File: config.mk
export PLATFORM = sky130hd
export DESIGN_NAME = dmem_arbiter
export DESIGN_NICKNAME = d
export VERILOG_FILES = /design/src/rtl/dmem_arbiter_pkg.sv /design/src/rtl/dmem_arbiter_pick.sv /design/src/rtl/dmem_arbiter.sv
export SDC_FILE = /design/constraint.sdc
export NUM_CORES = 1
export LEC_CHECK = 0
export CELL_PAD_IN_SITES_DETAIL_PLACEMENT = 0
export CELL_PAD_IN_SITES_GLOBAL_PLACEMENT = 2
export CORE_ASPECT_RATIO = 0.8
export CORE_UTILIZATION = 23
export CTS_BUF_LIST = sky130_fd_sc_hd__clkbuf_8
export CTS_CLUSTER_DIAMETER = 150
export CTS_CLUSTER_SIZE = 10
export DETAILED_ROUTE_END_ITERATION = 6
export PLACE_DENSITY_LB_ADDON = 0.1
export SKIP_CTS_REPAIR_TIMING = 1
export SLEW_MARGIN = 20
export SYNTH_ARGS = -nofsm -noshare
export SYNTH_HDL_FRONTEND = slang
export SYNTH_HIERARCHICAL = 1
export SYNTH_SLANG_ARGS = --single-unit
File: constraint.sdc
create_clock -name clk -period 1.77 [get_ports clk]
set_input_delay 0.354 -clock clk [delete_from_list [all_inputs] [get_ports clk]]
set_output_delay 0.354 -clock clk [all_outputs]
set_load 0.02 [all_outputs]
File: src/rtl/dmem_arbiter_pkg.sv
// Shared definitions for the data-memory arbiter: FSM state encodings and port IDs.
// Latency: n/a (definitions only).
// Backpressure: n/a (definitions only).
package dmem_arbiter_pkg;

    typedef enum logic [1:0] {
        ST_IDLE  = 2'd0,
        ST_ISSUE = 2'd1,
        ST_WAIT  = 2'd2,
        ST_DONE  = 2'd3
    } state_t;

    localparam logic PORT_CPU = 1'b0;
    localparam logic PORT_DBG = 1'b1;

endpackage

File: src/rtl/dmem_arbiter_pick.sv
// Winner select between the CPU and debug ports, plus the arbitration history register.
// Latency: combinational winner; history updates on the clock edge that makes a grant.
// Backpressure: none; only the top decides when a grant is taken (i_grant).
//
// Ports: i_req0/i_req1 requests, i_grant = a grant is taken this cycle, o_winner = chosen port.
// Optional macro DMEM_ARB_RR_EN: round-robin instead of fixed priority with starvation guard.
module dmem_arbiter_pick
    import dmem_arbiter_pkg::*;
#(
    parameter int STARVE_LIMIT = 4
)(
    input  logic clk,
    input  logic rst_n,
    input  logic i_req0,
    input  logic i_req1,
    input  logic i_grant,
    output logic o_winner
);

`ifdef DMEM_ARB_RR_EN

    // r_ptr names the port that wins the next tie; it moves away from each winner.
    logic r_ptr;

    assign o_winner = (i_req0 && i_req1) ? r_ptr :
                      (i_req1 ? PORT_DBG : PORT_CPU);

    always_ff @(posedge clk or negedge rst_n) begin
        if (!rst_n) begin
            r_ptr <= PORT_CPU;
        end else if (i_grant) begin
            r_ptr <= ~o_winner;
        end
    end

`else

    localparam int CNT_W = (STARVE_LIMIT < 1) ? 1 : $clog2(STARVE_LIMIT + 1);

    logic [CNT_W-1:0] r_starve;
    logic             w_starved;

    // Once the CPU has won STARVE_LIMIT times in a row over a waiting debug
    // request, the debug port takes the next grant.
    assign w_starved = (r_starve >= CNT_W'(STARVE_LIMIT));
    assign o_winner  = (i_req1 && (!i_req0 || w_starved)) ? PORT_DBG : PORT_CPU;

    always_ff @(posedge clk or negedge rst_n) begin
        if (!rst_n) begin
            r_starve <= '0;
        end else if (i_grant) begin
            if (o_winner == PORT_DBG) begin
                r_starve <= '0;
            end else if (i_req1 && !w_starved) begin
                r_starve <= r_starve + CNT_W'(1);
            end
        end
    end

`endif

endmodule

File: src/rtl/dmem_arbiter.sv
// Shares one data_mem port between CPU (port 0) and debug/DMA (port 1); one transaction at a time.
// Latency: req seen at cycle 0 -> strobe cycle 1 -> ack cycle 2+MIN_WAIT+stall cycles.
// Backpressure: requests are held until ack; new requests are only looked at in IDLE with stall low.
//
// Ports: pN_req/addr/wdata/write/sign_mask in, pN_ack/pN_rdata out (N=0,1);
//        dm_* drive data_mem, dm_read_data/dm_clk_stall come back; busy, grant_id status.
// Optional macro DMEM_ARB_RR_EN selects round-robin arbitration (see dmem_arbiter_pick).
// MIN_WAIT must be >= 1.
module dmem_arbiter
    import dmem_arbiter_pkg::*;
#(
    parameter int ADDR_W       = 32,
    parameter int DATA_W       = 32,
    parameter int MIN_WAIT     = 1,
    parameter int STARVE_LIMIT = 4
)(
    input  logic              clk,
    input  logic              rst_n,

    input  logic              p0_req,
    input  logic [ADDR_W-1:0] p0_addr,
    input  logic [DATA_W-1:0] p0_wdata,
    input  logic              p0_write,
    input  logic [3:0]        p0_sign_mask,
    output logic              p0_ack,
    output logic [DATA_W-1:0] p0_rdata,

    input  logic              p1_req,
    input  logic [ADDR_W-1:0] p1_addr,
    input  logic [DATA_W-1:0] p1_wdata,
    input  logic              p1_write,
    input  logic [3:0]        p1_sign_mask,
    output logic              p1_ack,
    output logic [DATA_W-1:0] p1_rdata,

    output logic [ADDR_W-1:0] dm_addr,
    output logic [DATA_W-1:0] dm_write_data,
    output logic              dm_memwrite,
    output logic              dm_memread,
    output logic [3:0]        dm_sign_mask,
    input  logic [DATA_W-1:0] dm_read_data,
    input  logic              dm_clk_stall,

    output logic              busy,
    output logic              grant_id
);

    localparam int WCNT_W = $clog2(MIN_WAIT + 1);

    state_t             r_state;
    state_t             w_state_nxt;

    logic               r_gid;
    logic               r_write;
    logic [ADDR_W-1:0]  r_addr;
    logic [DATA_W-1:0]  r_wdata;
    logic [3:0]         r_mask;
    logic [WCNT_W-1:0]  r_wcnt;

    logic               w_winner;
    logic               w_grant;
    logic               w_wait_met;
    logic               w_wait_exit;

    // A stall seen in IDLE belongs to an operation cut short by reset; wait it out
    // so two data_mem operations never overlap.
    assign w_grant     = (r_state == ST_IDLE) && !dm_clk_stall && (p0_req || p1_req);

    // r_wcnt counts WAIT cycles already completed, so the current cycle is number r_wcnt+1.
    assign w_wait_met  = (r_wcnt >= WCNT_W'(MIN_WAIT - 1));
    assign w_wait_exit = (r_state == ST_WAIT) && w_wait_met && !dm_clk_stall;

    dmem_arbiter_pick #(
        .STARVE_LIMIT (STARVE_LIMIT)
    ) u_pick (
        .clk      (clk),
        .rst_n    (rst_n),
        .i_req0   (p0_req),
        .i_req1   (p1_req),
        .i_grant  (w_grant),
        .o_winner (w_winner)
    );

    always_ff @(posedge clk or negedge rst_n) begin
        if (!rst_n) begin
            r_state <= ST_IDLE;
        end else begin
            r_state <= w_state_nxt;
        end
    end

    always_comb begin
        w_state_nxt = r_state;
        dm_memwrite = 1'b0;
        dm_memread  = 1'b0;
        p0_ack      = 1'b0;
        p1_ack      = 1'b0;
        busy        = (r_state != ST_IDLE);
        grant_id    = (r_state != ST_IDLE) ? r_gid : PORT_CPU;
        case (r_state)
            ST_IDLE: begin
                if (w_grant) begin
                    w_state_nxt = ST_ISSUE;
                end
            end
            ST_ISSUE: begin
                dm_memwrite = r_write;
                dm_memread  = ~r_write;
                w_state_nxt = ST_WAIT;
            end
            ST_WAIT: begin
                if (w_wait_exit) begin
                    w_state_nxt = ST_DONE;
                end
            end
            ST_DONE: begin
                p0_ack      = (r_gid == PORT_CPU);
                p1_ack      = (r_gid == PORT_DBG);
                w_state_nxt = ST_IDLE;
            end
            default: begin
                w_state_nxt = ST_IDLE;
            end
        endcase
    end

    // Request latches: loaded only on a grant, so they stay frozen for the whole transaction.
    always_ff @(posedge clk or negedge rst_n) begin
        if (!rst_n) begin
            r_gid   <= PORT_CPU;
            r_write <= 1'b0;
            r_addr  <= '0;
            r_wdata <= '0;
            r_mask  <= '0;
        end else if (w_grant) begin
            r_gid   <= w_winner;
            if (w_winner == PORT_DBG) begin
                r_write <= p1_write;
                r_addr  <= p1_addr;
                r_wdata <= p1_wdata;
                r_mask  <= p1_sign_mask;
            end else begin
                r_write <= p0_write;
                r_addr  <= p0_addr;
                r_wdata <= p0_wdata;
                r_mask  <= p0_sign_mask;
            end
        end
    end

    always_ff @(posedge clk or negedge rst_n) begin
        if (!rst_n) begin
            r_wcnt <= '0;
        end else if (r_state != ST_WAIT) begin
            r_wcnt <= '0;
        end else if (!w_wait_met) begin
            r_wcnt <= r_wcnt + WCNT_W'(1);
        end
    end

    // Load data lands in the requester's register on WAIT exit, so it is visible in the ack cycle.
    always_ff @(posedge clk or negedge rst_n) begin
        if (!rst_n) begin
            p0_rdata <= '0;
            p1_rdata <= '0;
        end else if (w_wait_exit && !r_write) begin
            if (r_gid == PORT_DBG) begin
                p1_rdata <= dm_read_data;
            end else begin
                p0_rdata <= dm_read_data;
            end
        end
    end

    assign dm_addr       = r_addr;
    assign dm_write_data = r_wdata;
    assign dm_sign_mask  = r_mask;

endmodule
==> run metrics <==
outcome=finished with violations; failing checks=setup timing; Syn-to-layout area delta=71.2%; Synth area leaders=dfrtp_1 55%, mux2_2 11%, mux2i_1 11%, o21ai_2 7.0%, o21ai_0 5.5%; CTS clk-pin slew, worst paths=0.10 ns; GRT Max-Usage Layer=met2; CP endpoint=dm_memread; met1 GRT Util=a little under a fifth; Clock Skew=~0.022 ns; routed length per instance=approximately 17 µm; Vias/cell=roughly 4.3; sw frac=about two fifths; CP max FO=3; family with the most delay on the worst path=flip-flops; R2R Path End=p1_rdata[30]$_DFFE_PN0P_; GR Util met3=between 5 and 6%; Initial DRT Pass Iterations=4; Least-Margin Pin Slew=about 0.55 ns; Design Power=approximately 17 mW; dominant synthesized flop cell=dfrtp_1; diode count=0; Fillers=between 2000 and 3000; CP Class=reg2out; Post-DRT Antenna Nets=0; combinational fraction of design power=51.4%; Core ar.=26600 µm²; CP Launch Point=r_state[0]$_DFFE_PN0P_; CP most frequent cell=buf_4; CTS max path bufs=2; P_sw=approximately 6.6 mW; number of synthesized flops with an enable pin=0; total global-route track usage=between 10% and 20%; Die H=150 µm; Slew Viols, Final=0; DRT iter0 DRCs=152; reg2reg setup slack=~0.06 ns; Worst setup SP type=flip-flop; Gate Count Post-Synth=477; clk sinks=139; Worst EP required=1.42 ns; period utilisation layout=103%; maxcap violations=0; share of the synthesized area in the top cell type=around 55%; min cycle time layout=approximately 1.8 ns; syn avg cell area=about 13 µm²; IO Count=313; hpwl dp=about 15 mm; Rel. slew slack=between 60 and 70%; Total Nets Final=between 900 and 1000; Internal Power=around 10 mW; DR vias=5035; final hold violations=0; post-synthesis sequential element count=139; Die X=approximately 190 µm; CTS tree=done; clock latency on the worst-skew pair=0.45 ns; met2 usage=a little under a quarter; Routed WL=about 20 mm; row cnt=53; Post-synth ARST share=100%; Leak=roughly 5.8 nW; synth unique cells=27; global-route wire length before repair=31.0 mm; antenna violations before repair=0; Cell Chain, Critical Path=buf_4 > ha_2 > nor2b_1 > buf_4; worst stage delay on the critical path=approximately 0.41 ns; Reg2Reg Depth=6; vias in the first global route=between 5000 and 6000; grt total ovfl=0; Synth area leader=dfrtp_1; VDD IR max=0.586 mV; CP Capture Type=output port; Reg power frac=between 30% and 40%; post-synthesis cell area=between 6000 and 7000 µm²; # DRC=0; die area=roughly 28000 µm²; share of cells above drive strength 1=between 20% and 30%; hold crit path type=in2async; WP data arrival=about 1.5 ns; Starting Density=roughly a quarter; r2r startpoint=r_state[1]$_DFFE_PN0P_; syn nets=657; commonest cells in the netlist=139 x dfrtp_1, 69 x mux2i_1, 69 x o21ai_0; clock network fraction of total power=around 16%; gpl congestion=roughly 0.75; clock tree root driver cell=clkbuf_8; sequential fraction of the synthesis area=between 50% and 60%; Synth Warn #=6; count leader, synth=dfrtp_1; Slowest-stage cell, CP=dfrtp_1; fmax=between 500 and 600 MHz; Buf/Inv on CP=2; RSZ-0062 raised after global routing=true; final setup vio count=5; IO Port Bufs=between 300 and 400; worst setup slack after placement=-0.402 ns; final worst slack=-0.0443 ns; H-tree levels=4; CTS Buf Count=17; instance count on the critical path=4; largest net degree at the start of global routing=70; Power Dens Cells=approximately 1500 nW/µm²
==> placed cells by master (no fill, tap or decap), types with 4 or more instances in the layout <==
cell             netlist  routed
clkbuf_8               0      18
buf_6                 14       7
o21ai_2               50      50
o21ai_0               69      69
ha_2                   0       4
inv_6                  0       7
o21ai_1               19      19
buf_12                 0       8
dfrtp_1              139     139
mux2i_1               69      68
mux2_2                63      63
clkdlybuf4s50_1        0     173
dlymetal6s2s_1         0     132
buf_4                  1      26
==> power groups by stage <==
| stage | clock [mW] | sequential, mW | combinational [mW] |
|---|---|---|---|
| after detailed placement | 0 | 5.57 | 8.86 |
| after global routing | 2.87 | 5.66 | 9.13 |
| after floorplan | 0 | 7.22 | 2.68 |
| after global placement | 0 | 5.53 | 8.78 |
| after CTS | 2.76 | 5.53 | 8.88 |
| final | 2.64 | 5.42 | 8.53 |
==> worst reg2reg max path: stages, from the launching register on <==
cell and delay [ns]:
dfrtp_1 0.37, buf_4 0.12, ha_2 0.18, nor4bb_4 0.29, buf_4 0.19, buf_8 0.13
mux2_2 0.33
==> per-stage QoR <==
stage	hold slack (ns)	setup TNS (ns)	cell area, µm²	cells	util [%]
finish	0.365	-0.135	10800	1178	40.5
global route	0.380	-0.708	10800	1178	40.5
CTS	-0.226	-10.71	10400	1173	39.0
detailed placement	0.295	-40.96	9980	1141	37.5
global placement	0.289	-37.37	9980	1141	37.5
floorplan	0.0584	0	6300	477	-
==> registers in the layout, summed over array words and instances, names as in the netlist <==
signal           flops
u_pick/r_starve      3
dm_addr             32
r_gid                1
r_write              1
p0_rdata            32
r_state              2
p1_rdata            32
dm_sign_mask         4
dm_write_data       32
==> final cells by class <==
class	count	area (µm²)	share of cell area, %
clock inverters	14	146	1.36
repair buffers	349	3850	35.7
clock buffers	18	248	2.30
inverters	5	18.8	0.174
multi-input cells	296	2590	24.0
well taps	357	447	4.14
flip-flops and latches	139	3480	32.3
==> per-layer routing <==
layer  vias up  wire [µm]
met2       194       9430
met3        18       1600
met4         0        254
li1       2404          -
met1      2419       8950
met5         -          0
==> worst min path at each step <==
stage / startpoint / cells after the start / slack (ns) / end
6_report: rst_n / 2 / 0.37 / dm_write_data[0]$_DFFE_PN0P_
3_3_place_gp: rst_n / 1 / 0.29 / dm_write_data[0]$_DFFE_PN0P_
3_5_place_dp: rst_n / 1 / 0.29 / dm_write_data[0]$_DFFE_PN0P_
4_1_cts: rst_n / 1 / -0.23 / dm_write_data[0]$_DFFE_PN0P_
2_1_floorplan: rst_n / 0 / 0.06 / dm_addr[0]$_DFFE_PN0P_
5_1_grt: rst_n / 2 / 0.38 / dm_write_data[0]$_DFFE_PN0P_
==> cell families (layout without fill, tap and decap cells) <==
logic type / Yosys count / count (layout) / share of synthesized area [%]
compound gates: 144 / 144 / 14.9
flops: 139 / 139 / 55.2
mux: 136 / 136 / 23.0
buf+inv: 42 / 386 / 4.39
simple gates: 11 / 11 / 1.41
fa+ha+maj: 5 / 5 / 0.994
Note: power is estimated with default switching activity, not from simulation.
